### src/rtl/alu_pkg.sv
// Shared types and default widths for the ALU execution stage.
package alu_pkg;

  localparam int unsigned DATA_W = 32'd8;
  localparam int unsigned ADDR_W = 32'd4;

  typedef enum logic [2:0] {
    OP_ADD = 3'd0,
    OP_SUB = 3'd1,
    OP_AND = 3'd2,
    OP_OR  = 3'd3,
    OP_XOR = 3'd4,
    OP_SLL = 3'd5,
    OP_SRL = 3'd6,
    OP_MUL = 3'd7
  } alu_op_e;

  typedef enum logic [1:0] {
    ST_IDLE    = 2'd0,
    ST_MUL_RUN = 2'd1,
    ST_WB      = 2'd2
  } alu_state_e;

endpackage

### src/rtl/alu_exec_if.sv
// Operand/request inputs and register-file write-back port of the ALU stage.
interface alu_exec_if #(
  parameter int unsigned DATA_W = alu_pkg::DATA_W,
  parameter int unsigned ADDR_W = alu_pkg::ADDR_W
);

  logic              start;
  logic [2:0]        op;
  logic [DATA_W-1:0] RD1;
  logic [DATA_W-1:0] RD2;
  logic [ADDR_W-1:0] dest;
  logic [DATA_W-1:0] ALUResult;
  logic [ADDR_W-1:0] WA;
  logic              write_enable;
  logic              zero;
  logic              busy;

  modport master (
    output start, op, RD1, RD2, dest,
    input  ALUResult, WA, write_enable, zero, busy
  );

  modport slave (
    input  start, op, RD1, RD2, dest,
    output ALUResult, WA, write_enable, zero, busy
  );

endinterface

### src/rtl/mul_iter.sv
// Shift-add multiplier: eight iterations, one per cycle, low DATA_W bits kept.
// done flags the cycle whose edge commits the final iteration; product is that sum.
module mul_iter #(
  parameter int unsigned DATA_W = alu_pkg::DATA_W
) (
  input  logic              CLK,
  input  logic              RESET_N,
  input  logic              load,
  input  logic [DATA_W-1:0] a,
  input  logic [DATA_W-1:0] b,
  output logic [DATA_W-1:0] product,
  output logic              done
);

  logic [DATA_W-1:0] acc_r;
  logic [DATA_W-1:0] mcand_r;
  logic [DATA_W-1:0] mplier_r;
  logic [2:0]        cnt_r;
  logic              run_r;
  logic [DATA_W-1:0] partial_s;

  assign partial_s = mplier_r[0] ? mcand_r : {DATA_W{1'b0}};
  assign product   = acc_r + partial_s;
  assign done      = run_r & (cnt_r == 3'd7);

  // Operand capture on load, then one shift-add step per cycle while running
  always_ff @(posedge CLK or negedge RESET_N) begin
    if (!RESET_N) begin
      acc_r    <= {DATA_W{1'b0}};
      mcand_r  <= {DATA_W{1'b0}};
      mplier_r <= {DATA_W{1'b0}};
      cnt_r    <= 3'd0;
      run_r    <= 1'b0;
    end else if (load) begin
      acc_r    <= {DATA_W{1'b0}};
      mcand_r  <= a;
      mplier_r <= b;
      cnt_r    <= 3'd0;
      run_r    <= 1'b1;
    end else if (run_r) begin
      acc_r    <= product;
      mcand_r  <= mcand_r << 1'b1;
      mplier_r <= mplier_r >> 1'b1;
      cnt_r    <= cnt_r + 3'd1;
      run_r    <= (cnt_r != 3'd7);
    end else begin
      acc_r    <= acc_r;
      mcand_r  <= mcand_r;
      mplier_r <= mplier_r;
      cnt_r    <= cnt_r;
      run_r    <= run_r;
    end
  end

endmodule

### src/rtl/alu_exec.sv
// ALU execution stage: single-cycle logic/arith ops, iterative multiply,
// registered write-back port held stable between write-back cycles.
module alu_exec #(
  parameter int unsigned DATA_W = alu_pkg::DATA_W,
  parameter int unsigned ADDR_W = alu_pkg::ADDR_W
) (
  input logic       CLK,
  input logic       RESET_N,
  alu_exec_if.slave bus
);

  import alu_pkg::*;

  alu_state_e        state_r;
  alu_state_e        state_n;
  alu_op_e           op_s;
  logic [2:0]        shamt_s;
  logic [DATA_W-1:0] alu_s;
  logic [DATA_W-1:0] product_s;
  logic [DATA_W-1:0] wb_result_s;
  logic [ADDR_W-1:0] wb_addr_s;
  logic              mul_load_s;
  logic              mul_done_s;
  logic              wb_load_s;
  logic [DATA_W-1:0] result_r;
  logic [ADDR_W-1:0] wa_r;
  logic [ADDR_W-1:0] dest_r;
  logic              zero_r;
  logic              we_r;
  logic              busy_r;

  assign op_s    = alu_op_e'(bus.op);
  assign shamt_s = bus.RD2[2:0];

  // Single-cycle result from the live inputs, registered on the accepting edge
  always_comb begin
    alu_s = {DATA_W{1'b0}};
    case (op_s)
      OP_ADD:  alu_s = bus.RD1 + bus.RD2;
      OP_SUB:  alu_s = bus.RD1 - bus.RD2;
      OP_AND:  alu_s = bus.RD1 & bus.RD2;
      OP_OR:   alu_s = bus.RD1 | bus.RD2;
      OP_XOR:  alu_s = bus.RD1 ^ bus.RD2;
      OP_SLL:  alu_s = bus.RD1 << shamt_s;
      OP_SRL:  alu_s = bus.RD1 >> shamt_s;
      OP_MUL:  alu_s = {DATA_W{1'b0}};
      default: alu_s = {DATA_W{1'b0}};
    endcase
  end

  mul_iter #(.DATA_W(DATA_W)) u_mul (
    .CLK     (CLK),
    .RESET_N (RESET_N),
    .load    (mul_load_s),
    .a       (bus.RD1),
    .b       (bus.RD2),
    .product (product_s),
    .done    (mul_done_s)
  );

  // Next state and write-back selection; start is only honoured in IDLE or WB
  always_comb begin
    state_n     = state_r;
    mul_load_s  = 1'b0;
    wb_load_s   = 1'b0;
    wb_result_s = alu_s;
    wb_addr_s   = bus.dest;
    case (state_r)
      ST_IDLE, ST_WB: begin
        if (bus.start) begin
          if (op_s == OP_MUL) begin
            state_n    = ST_MUL_RUN;
            mul_load_s = 1'b1;
          end else begin
            state_n   = ST_WB;
            wb_load_s = 1'b1;
          end
        end else begin
          state_n = ST_IDLE;
        end
      end
      ST_MUL_RUN: begin
        wb_result_s = product_s;
        wb_addr_s   = dest_r;
        if (mul_done_s) begin
          state_n   = ST_WB;
          wb_load_s = 1'b1;
        end else begin
          state_n = ST_MUL_RUN;
        end
      end
      default: state_n = ST_IDLE;
    endcase
  end

  // State register
  always_ff @(posedge CLK or negedge RESET_N) begin
    if (!RESET_N) begin
      state_r <= ST_IDLE;
    end else begin
      state_r <= state_n;
    end
  end

  // Write-back outputs; result/address/zero only change when entering WB
  always_ff @(posedge CLK or negedge RESET_N) begin
    if (!RESET_N) begin
      result_r <= {DATA_W{1'b0}};
      wa_r     <= {ADDR_W{1'b0}};
      dest_r   <= {ADDR_W{1'b0}};
      zero_r   <= 1'b1;
      we_r     <= 1'b0;
      busy_r   <= 1'b0;
    end else begin
      we_r   <= wb_load_s;
      busy_r <= (state_n == ST_MUL_RUN);
      if (mul_load_s) begin
        dest_r <= bus.dest;
      end else begin
        dest_r <= dest_r;
      end
      if (wb_load_s) begin
        result_r <= wb_result_s;
        wa_r     <= wb_addr_s;
        zero_r   <= (wb_result_s == {DATA_W{1'b0}});
      end else begin
        result_r <= result_r;
        wa_r     <= wa_r;
        zero_r   <= zero_r;
      end
    end
  end

  assign bus.ALUResult    = result_r;
  assign bus.WA           = wa_r;
  assign bus.zero         = zero_r;
  assign bus.write_enable = we_r;
  assign bus.busy         = busy_r;

endmodule

### src/flat_wrapper.sv
// flat-port wrapper written by rule: the top's interface ports become plain ports
module alu_exec_flat import alu_pkg::*;
#(
  parameter int unsigned DATA_W = alu_pkg::DATA_W,
  parameter int unsigned ADDR_W = alu_pkg::ADDR_W
)
  (CLK, RESET_N, bus_start, bus_op, bus_RD1, bus_RD2, bus_dest, bus_ALUResult, bus_WA, bus_write_enable, bus_zero, bus_busy);
  alu_exec_if #(.DATA_W(DATA_W), .ADDR_W(ADDR_W)) bus_i ();
  input logic CLK;
  input logic RESET_N;
  input wire logic [$bits(bus_i.start)-1:0] bus_start;
  input wire logic [$bits(bus_i.op)-1:0] bus_op;
  input wire logic [$bits(bus_i.RD1)-1:0] bus_RD1;
  input wire logic [$bits(bus_i.RD2)-1:0] bus_RD2;
  input wire logic [$bits(bus_i.dest)-1:0] bus_dest;
  output wire logic [$bits(bus_i.ALUResult)-1:0] bus_ALUResult;
  output wire logic [$bits(bus_i.WA)-1:0] bus_WA;
  output wire logic [$bits(bus_i.write_enable)-1:0] bus_write_enable;
  output wire logic [$bits(bus_i.zero)-1:0] bus_zero;
  output wire logic [$bits(bus_i.busy)-1:0] bus_busy;
  assign bus_i.start = bus_start;
  assign bus_i.op = bus_op;
  assign bus_i.RD1 = bus_RD1;
  assign bus_i.RD2 = bus_RD2;
  assign bus_i.dest = bus_dest;
  assign bus_ALUResult = bus_i.ALUResult;
  assign bus_WA = bus_i.WA;
  assign bus_write_enable = bus_i.write_enable;
  assign bus_zero = bus_i.zero;
  assign bus_busy = bus_i.busy;
  alu_exec #(.DATA_W(DATA_W), .ADDR_W(ADDR_W)) u_core (.CLK(CLK), .RESET_N(RESET_N), .bus(bus_i));
endmodule
### config.mk
export PLATFORM = sky130hd
export DESIGN_NAME = alu_exec_flat
export DESIGN_NICKNAME = d
export VERILOG_FILES = /design/src/rtl/alu_pkg.sv /design/src/rtl/alu_exec_if.sv /design/src/rtl/mul_iter.sv /design/src/rtl/alu_exec.sv /design/src/flat_wrapper.sv
export SDC_FILE = /design/constraint.sdc
export NUM_CORES = 1
export LEC_CHECK = 0
export CAP_MARGIN = 20
export CORE_MARGIN = 4
export CORE_UTILIZATION = 50
export DETAILED_ROUTE_END_ITERATION = 6
export GPL_ROUTABILITY_DRIVEN = 0
export PLACE_DENSITY = 0.73
export SLEW_MARGIN = 40
export SYNTH_ARGS = -nofsm -noshare
export SYNTH_HDL_FRONTEND = slang
export SYNTH_SLANG_ARGS = --single-unit
export TNS_END_PERCENT = 20
### constraint.sdc
create_clock -name CLK -period 7.9 [get_ports CLK]
set_clock_uncertainty 0.05 [all_clocks]
set_input_delay 1.185 -clock CLK [delete_from_list [all_inputs] [get_ports CLK]]
set_output_delay 1.185 -clock CLK [all_outputs]
set_load 0.03 [all_outputs]
==> run_results.csv, run 1 <==
group,metric,value,unit
synth,syn_nets,502,
critical_path,cp_cell_sequence,"clkdlybuf4s50_1, inv_1, ha_1, mux2i_1, fa_1, a211oi_1, o21a_1, o211ai_1, o221a_1, or4_1, or3_1, o41ai_2",
timing,max_freq,196,MHz
synth,async_flop_share,1.00,
floorplanning,initial_utilization,0.523,
clock_tree,htreeDepth,2,
critical_path,critPathKind,"input port to flop",
timing,worst_pin_slew,0.806,ns
detailed_routing,ant_nets,0,
finish,syn_to_final_growth,14.1,%
synth,synth-edff-count,0,
placement,dpl-instance-area,4310,sq um
finish,drive_above_1_share,0.0684,
detailed_routing,drc,0,
timing,slew_violations,0,
clock_tree,cts_resized,0,
timing,setup_viol_count_final,0,
floorplanning,ios,41,
synth,seq_area_frac_synth,0.312,
finish,diodes,0,
critical_path,cp-end-kind,"flop",
clock_tree,clk_latency,0.30,ns
clock_tree,cts_num_sinks,48,
finish,final_cell_mix,"54 x nand2_1, 47 x dfrtp_1, 38 x mux2i_1, 38 x clkdlybuf4s50_1, 36 x nor2_1",
detailed_routing,wirelength,9960,microns
pwr,vdd_drop_max,100,uV
timing,fin_setup_tns,0,ns
timing,fin_crit_sh,0.645,
detailed_routing,wl_per_cell,17.6,microns
clock_tree,holdBufCountCts,0,
detailed_routing,first_iter_violations,192,
finish,stdcell_area,4400,sq um
critical_path,critical_path_buf_inv_count,2,
synth,synthFlopType,"dfrtp_1",
critical_path,critPathMaxStageDelay,0.79,ns
clock_tree,clk_pin_slew,0.09,ns
global_route,antenna_found_initial,0,
finish,mostFrequentLayoutCell,"nand2_1",
floorplanning,dieHeight,95.8,microns
detailed_routing,drt_pass1_iterations,5,
timing,fin_ws,2.81,ns
floorplanning,die_area,9170,sq um
floorplanning,fp.dieW,95.8,microns
clock_tree,cts_buffers,5,
clock_tree,cts_buffer_depth,2,
outcome,status,"finished, final reports clean",
synth,yosysTopAreaCell,"dfrtp_1",
global_route,grt_max_degree,49,
hold_path,holdPathStages,2,
pwr,power.total,0.00120,W
synth,syn_area,3850,sq um
pwr,p_per_area,273,nW/um^2
critical_path,crit_cells,12,
critical_path,arrival,5.25,ns
placement,place_ws,2.50,ns
timing,hold_viol_final,0,
global_route,grt_usage,0.225,
floorplanning,core-area,7370,sq um
global_route,grt_first_pass_wirelength,15900,microns
synth,synth_area_leaders,"dfrtp_1 31%, ha_1 11%, mux2i_1 9.9%",
critical_path,cp_top_family,"buffers and inverters",
timing,slew_headroom,0.461,
synth,ys_ff_latch,48,
critical_path,cp_slowest_cell,"clkdlybuf4s50_1",
critical_path,r2r_cells,10,
timing,fin_crit,5.09,ns
clock_tree,clockRootBuffer,"clkbuf_8",
hold_path,hold_class,"flop to flop",
finish,nets,529,
synth,synth.avg_cell_area,8.76,sq um
placement,port_buffers,40,
synth,syn_inst,440,
synth,ys_warn_count,0,
detailed_routing,num_vias,3314,
flow_run,drv_cap,0,
timing,rsz0062_at_grt,"no",
synth,synth.distinct_cells,53,
finish,postLayoutCoreUtil,0.596,
global_route,gr-total-overflow,0,
placement,hpwl,7620,microns
floorplanning,rows,31,
global_route,grt_pass1_vias,3291,
clock_tree,cts_tree,"yes",
synth,synth_top_area_frac,0.305,
pwr,power.leakage,1.99,nW
critical_path,critPathRequiredTime,8.06,ns
critical_path,crit_path_max_fanout,14,
critical_path,cp-start-kind,"input port",
clock_tree,cts_setup_buffers,0,
detailed_routing,drt-vias-per-instance,5.84,
layer usage:
metal | track usage | vias up | part of all wire
met5 | 0 | - | 0
met4 | 0.0948 | 0 | 0.036
met3 | 0.0367 | 27 | 0.056
met2 | 0.382 | 99 | 0.50
met1 | 0.285 | 1584 | 0.41
li1 | - | 1604 | -
final timing paths:
path                                          startpoint                      end  slack, ns
worst max-delay path                          bus_RD2[1]          u_core.bus.zero       2.81
worst min-delay path             u_core.bus.ALUResult[2]  u_core.bus.ALUResult[2]       0.43
worst max register to register  u_core.u_mul.mplier_r[0]          u_core.bus.zero       4.74
worst min register to register   u_core.bus.ALUResult[2]  u_core.bus.ALUResult[2]       0.43
max in group asynchronous                        RESET_N         u_core.dest_r[1]       6.55
min in group asynchronous                        RESET_N    u_core.u_mul.acc_r[6]       0.84
cell usage after synthesis, drive strengths merged, types with 2 or more instances:
library cell	n
o21ai	26
o21a	2
a2111oi	2
nand2b	16
inv	23
o41ai	3
nor2b	4
xnor2	14
nand3	5
o211ai	3
buf	9
dfrtp	47
o22ai	6
and3	2
a41oi	2
a211o	2
nor2	37
clkbuf	16
xor2	4
mux4	3
nor3	8
nand3b	2
a21oi	20
mux2i	38
or2	2
a22oi	4
ha	34
a31oi	10
a211oi	4
nand2	54
mux2	9
a32oi	2
fa	2
and2	9
power breakdown:
| group | total, W | switching (W) | internal [W] |
|---|---|---|---|
| Combinational | 0.000638 | 0.000366 | 0.000272 |
| Sequential | 0.000413 | 0.0000645 | 0.000348 |
| Clock | 0.000151 | 0.0000880 | 0.0000630 |
| Total | 0.00120 | 0.000518 | 0.000683 |
cell families (layout without fill, tap and decap cells):
family	after synthesis	in the layout	share of synthesized area
buffers and inverters	48	76	0.0494
adder cells (fa/ha/maj)	36	36	0.121
flip-flops	48	48	0.312
XOR/XNOR	18	18	0.0409
multiplexers	50	50	0.143
AO/OA/AOI/OAI	95	95	0.159
AND/OR/NAND/NOR	145	145	0.175
final cells by class:
type	count	area (sq um)
Clock buffer	5	68.8
Clock inverter	3	21.3
Fill cell	666	2970
Inverter	23	86.3
Multi-Input combinational cell	344	2460
Sequential cell	48	1200
Tap cell	99	124
Timing Repair Buffer	45	430
worst register-to-register path, cell delays in order, from the launching register on:
cell,delay (ns)
dfrtp_1,0.49
and2_1,0.19
ha_1,0.21
fa_1,0.43
nand3_1,0.09
nand2_1,0.08
xnor2_1,0.20
o221a_1,0.29
or4_1,0.50
or3_1,0.34
o41ai_2,0.20
per-stage QoR:
stage / cells / hold WS (ns)
5_1_grt: 567 / 0.439
3_3_place_gp: 559 / 0.403
3_5_place_dp: 559 / 0.407
4_1_cts: 567 / 0.430
6_report: 567 / 0.429
2_1_floorplan: 440 / 0.431
state kept, by name, summed over array words and instances (netlist names):
| register | count |
|---|---|
| u_core.bus.zero | 1 |
| u_core.bus.ALUResult | 8 |
| u_core.bus.WA | 4 |
| u_core.u_mul.acc_r | 8 |
| u_core.u_mul.mcand_r | 8 |
| u_core.state_r | 2 |
| u_core.u_mul.run_r | 1 |
| u_core.u_mul.mplier_r | 8 |
| u_core.u_mul.cnt_r | 3 |
| u_core.dest_r | 4 |
| u_core.bus.busy | 1 |
Note: power is estimated with default switching activity, not from simulation.
==> run 2, diff against run 1 <==
Settings changed: PLACE_DENSITY 0.73 to 0.76.
Clock period 7.9 ns to 4.4 ns, I/O delays scaled along.
==> run 2 against run 1 <==
Compared with the run above:
- die area unchanged
- sequential share of layout area down 0.44 points
- setup slack worse by 2.2 ns
- combinational power up 80%
- non-clock buffer count up 7
- via count up 1.2%
- largest cell class unchanged
==> run_results.csv, run 2 (same netlist as run 1, synthesis figures left out) <==
group,metric,value,unit
clock_tree,clk_pin_slew,0.09,ns
global_route,grt_usage,0.225,
critical_path,crit_path_max_fanout,6,
detailed_routing,first_iter_violations,250,
critical_path,cp-start-kind,"input port",
timing,setup_viol_count_final,0,
timing,max_freq,261,MHz
detailed_routing,num_vias,3353,
clock_tree,clockRootBuffer,"clkbuf_8",
pwr,vdd_drop_max,206,uV
critical_path,critPathMaxStageDelay,0.59,ns
clock_tree,cts_buffers,5,
critical_path,arrival,4.00,ns
placement,hpwl,7400,microns
timing,rsz0062_at_grt,"no",
detailed_routing,ant_nets,0,
timing,slew_headroom,0.466,
global_route,grtUsageMet3,0.0281,
critical_path,cp_cell_sequence,"clkdlybuf4s50_1, inv_1, ha_1, mux2i_1, fa_1, a211oi_1, o21a_1, o211ai_1, o221a_1, or4_1, or3_1, o41ai_2",
floorplanning,rows,31,
pwr,power.leakage,2.03,nW
finish,mostFrequentLayoutCell,"nand2_1",
finish,seq_area,1200,sq um
clock_tree,holdBufCountCts,0,
floorplanning,dieHeight,95.8,microns
critical_path,cp-end-kind,"flop",
flow_run,drv_cap,0,
finish,final_cell_mix,"54 x nand2_1, 47 x dfrtp_1, 39 x clkdlybuf4s50_1",
global_route,met2_usage,0.384,
clock_tree,cts_setup_buffers,0,
critical_path,cp_top_family,"compound AO/OA/AOI/OAI gates",
floorplanning,die_area,9170,sq um
critical_path,critical_path_buf_inv_count,2,
critical_path,critPathRequiredTime,4.56,ns
floorplanning,core-area,7370,sq um
floorplanning,ios,41,
detailed_routing,wl_per_cell,16.9,microns
global_route,grt_use_met1,0.296,
clock_tree,cts_resized,0,
clock_tree,htreeDepth,2,
clock_tree,cts_tree,"yes",
timing,fin_setup_tns,0,ns
clock_tree,clk_latency,0.30,ns
finish,nets,536,
detailed_routing,drt_pass1_iterations,5,
timing,hold_viol_final,0,
detailed_routing,drc,0,
pwr,p_per_area,485,nW/um^2
global_route,grt_max_degree,49,
clock_tree,cts_buffer_depth,2,
timing,fin_crit_sh,0.872,
placement,port_buffers,40,
finish,instances_no_fill,574,
critical_path,critPathKind,"input port to flop",
placement,dp.cells,566,
floorplanning,fp.dieW,95.8,microns
finish,multi_input_area,2470,sq um
finish,fillerInstances,636,
floorplanning,initial_utilization,0.523,
global_route,grt_busiest_layer,"met2",
global_route,antenna_found_initial,0,
timing,holdWs,0.312,ns
global_route,grt_first_pass_wirelength,16100,microns
clock_tree,cts_num_sinks,48,
detailed_routing,drt-vias-per-instance,5.84,
timing,slew_violations,0,
detailed_routing,wirelength,9720,microns
critical_path,cp_slowest_cell,"clkdlybuf4s50_1",
timing,worst_pin_slew,0.790,ns
global_route,gr-total-overflow,0,
global_route,grt_pass1_vias,3268,
hold_path,hold_class,"input port to async pin",
finish,syn_to_final_growth,16.0,%
timing,fin_crit,3.84,ns
finish,diodes,0,
outcome,status,"finished, final reports clean",
finish,drive_above_1_share,0.0842,
==> run 2: cell count changes in the layout (fill, tap and decap cells not counted) <==
cell             change
clkbuf_8             +1
clkinvlp_4           -1
nor4bb_2             +1
nor2b_2              +1
buf_4                +7
nor2b_1              -1
buf_2                -1
nor4bb_1             -1
clkdlybuf4s50_1      +1
==> run 2: layer usage <==
metal | up-vias | routed length (microns)
li1 | 1615 | -
met1 | 1605 | 4250
met2 | 119 | 4810
met3 | 14 | 461
met4 | 0 | 201
met5 | - | 0
==> run 2: worst paths after layout <==
check	cells after the start	start	to	slack, ns
setup / recovery	12	bus_RD2[1]	u_core.bus.zero	0.56
hold / removal	1	RESET_N	u_core.u_mul.mcand_r[7]	0.31
setup reg to reg	10	u_core.u_mul.mplier_r[0]	u_core.bus.zero	1.27
hold reg to reg	2	u_core.bus.ALUResult[0]	u_core.bus.ALUResult[0]	0.43
max in group asynchronous	1	RESET_N	u_core.bus.ALUResult[3]	3.60
min in group CLK	2	u_core.bus.ALUResult[0]	u_core.bus.ALUResult[0]	0.43
==> run 2: through the flow <==
stage          worst slack (ns)  power, W   util  instance area, sq um
5_1_grt                   0.396   0.00232  0.606                  4470
2_1_floorplan             0.650   0.00151      -                  3850
6_report                  0.565   0.00217  0.606                  4470
3_5_place_dp              0.335   0.00189  0.593                  4370
4_1_cts                   0.634   0.00217  0.606                  4470
3_3_place_gp              0.387   0.00185  0.592                  4360
==> run 2: report_power, final <==
part,leakage [nW],internal [W],switching [W]
sequential,0.600,0.000625,0.000116
combinational,1.38,0.000493,0.000655
clock,0.0516,0.000129,0.000150
total,2.03,0.00125,0.000920
==> run 2: area by class of cell <==
| class | count | share of cell area |
|---|---|---|
| Timing Repair Buffer | 52 | 0.109 |
| Sequential cell | 48 | 0.269 |
| Clock inverter | 2 | 0.00308 |
| Multi-Input combinational cell | 344 | 0.553 |
| Inverter | 23 | 0.0193 |
| Clock buffer | 6 | 0.0185 |
| Tap cell | 99 | 0.0277 |
==> edit, RTL diff (settings of run 2) <==
Make the reset (`RESET_N`) synchronous in 3 clocked blocks.
--- a/src/rtl/mul_iter.sv
+++ b/src/rtl/mul_iter.sv
@@ -24,7 +24,7 @@
   assign done      = run_r & (cnt_r == 3'd7);
 
   // Operand capture on load, then one shift-add step per cycle while running
-  always_ff @(posedge CLK or negedge RESET_N) begin
+  always_ff @(posedge CLK) begin
     if (!RESET_N) begin
       acc_r    <= {DATA_W{1'b0}};
       mcand_r  <= {DATA_W{1'b0}};
--- a/src/rtl/alu_exec.sv
+++ b/src/rtl/alu_exec.sv
@@ -94,7 +94,7 @@
   end
 
   // State register
-  always_ff @(posedge CLK or negedge RESET_N) begin
+  always_ff @(posedge CLK) begin
     if (!RESET_N) begin
       state_r <= ST_IDLE;
     end else begin
@@ -103,7 +103,7 @@
   end
 
   // Write-back outputs; result/address/zero only change when entering WB
-  always_ff @(posedge CLK or negedge RESET_N) begin
+  always_ff @(posedge CLK) begin
     if (!RESET_N) begin
       result_r <= {DATA_W{1'b0}};
       wa_r     <= {ADDR_W{1'b0}};
Function: differs if RESET_N is asserted again (counterexample within 4 cycles, from zero or initial values and one cycle with RESET_N low); with RESET_N held inactive, the same outputs for 10 cycles.
==> edit against run 2 <==
- area after synthesis is 0.23% higher
- first-iteration DRC count is 27% lower
- synthesized cell count increased by 5.0%
- via count increased by 3.5%
- final area did not move
- routed wire length increased by 1.8%
- die area is 0.21% higher
- setup slack gained 0.32 ns
- sequential cell count stayed put
- critical path depth increased by 1
Power is not compared: it rests on default switching activity, and its combinational part moved more than twofold at a synthesized area within 25%.
==> edit: results (changes against run 2) <==
Logic synthesis
  – Syn_nets: 524 (+4.4%)
  – Netlist cell types: 59 (+11%)
  – Fraction of registers with async set/reset: 0% (-100 points)
  – Xor/xnor share of the synthesized area: 4.31% (+0.22 points)
  – Post-synthesis mux area share: 11.5% (-2.7 points)
  – Top-area cell type share of the netlist area: 24.9% (-5.6 points)
  – Synth top cells by count: nand2_1 (61), dfxtp_1 (48), ha_1 (34)
  – Ranking of synthesized cells by area: dfxtp_1 (25%), ha_1 (11%), mux2i_1 (8.0%)
  – Sequential fraction of the synthesis area: 24.9% (-6.3 points)
  – Synth Flop Type: dfxtp_1
  – Complex-gate fraction of the synthesized area: 22.2% (+6.3 points)

Global route
  – Met1 usage: 29.7% (+0.083 points)
  – Met3 usage: 3.75% (+0.94 points)
  – GRT Util Overall: 22.4% (-0.039 points)
  – Vias in the first global route: 3341 (+2.2%)
  – Largest net degree at the start of global routing: 39 (-20%)
  – First-pass GRT wire length: 16.2 mm (+0.30%)
  – Routing usage on met2: 37.6% (-0.81 points)

Critical path
  – Worst path slowest cell: clkdlybuf4s50_1
  – R2R cell count: 11 (+1)
  – Slowest stage delay, CP: 0.49 ns (-0.10 ns)
  – Worst r2r dst: u_core.bus.zero
  – Delay-heaviest family, CP: compound AO/OA/AOI/OAI gates
  – Critical Path AT: 3.69 ns (-0.31 ns)
  – RR Startpoint: u_core.u_mul.mplier_r[0]
  – Worst Path Max Fanout: 8 (+2)
  – R2R setup slack: 1.64 ns (+0.37 ns)

Route
  – Initial DRC Count: 182 (-27%)
  – TritonRoute pass-1 iters: 4 (-1)
  – DR WL/cell: 16.8 µm (-1.1%)
  – Vias/cell: 5.87 (+0.57%)
  – M1 WL: 4.42 mm (+4.0%)
  – Met3 WL: 485 µm (+5.2%)

Timing
  – Hold Slack: 0.418 ns (+0.106 ns)
  – Max-slew headroom: 49.3% (+2.7 points)

Layout
  – Final instance area: 4470 µm² (unchanged)
  – Nets: 553 (+3.2%)

Placed design
  – Post-place setup slack: 0.620 ns (+0.285 ns)
  – DP Wirelength: 7.54 mm (+1.9%)
  – Placed Area: 4330 µm² (-1.1%)

Clock network
  – CTS clk-pin slew, worst paths: 0.09 ns (about the same)

Status
  – Status: complete, no violations
[edit: worst max path at each step]
stage / start / endpoint / slack, ns / depth (start not counted)
4_1_cts: bus_RD2[1] / u_core.bus.zero / 0.95 / 13
3_3_place_gp: bus_RD2[1] / u_core.bus.zero / 0.72 / 12
3_5_place_dp: bus_RD2[1] / u_core.bus.zero / 0.62 / 13
6_report: bus_RD2[1] / u_core.bus.zero / 0.88 / 13
5_1_grt: bus_RD2[1] / u_core.bus.zero / 0.66 / 13
2_1_floorplan: bus_op[1] / u_core.bus.zero / 1.22 / 12
[edit: cell type report]
cell class | count | area [µm²]
clock buffer | 5 | 68.8
inverter | 25 | 93.8
sequential | 48 | 961
tap | 99 | 124
fill | 667 | 2900
timing repair buffer | 51 | 480
clock inverter | 3 | 68.8
multi-input combinational | 360 | 2670
[edit: per-stage QoR]
stage          std cells  total power [µW]
6_report             591              1180
4_1_cts              590              1180
3_3_place_gp         582               787
5_1_grt              591              1230
3_5_place_dp         582               795
2_1_floorplan        462               689
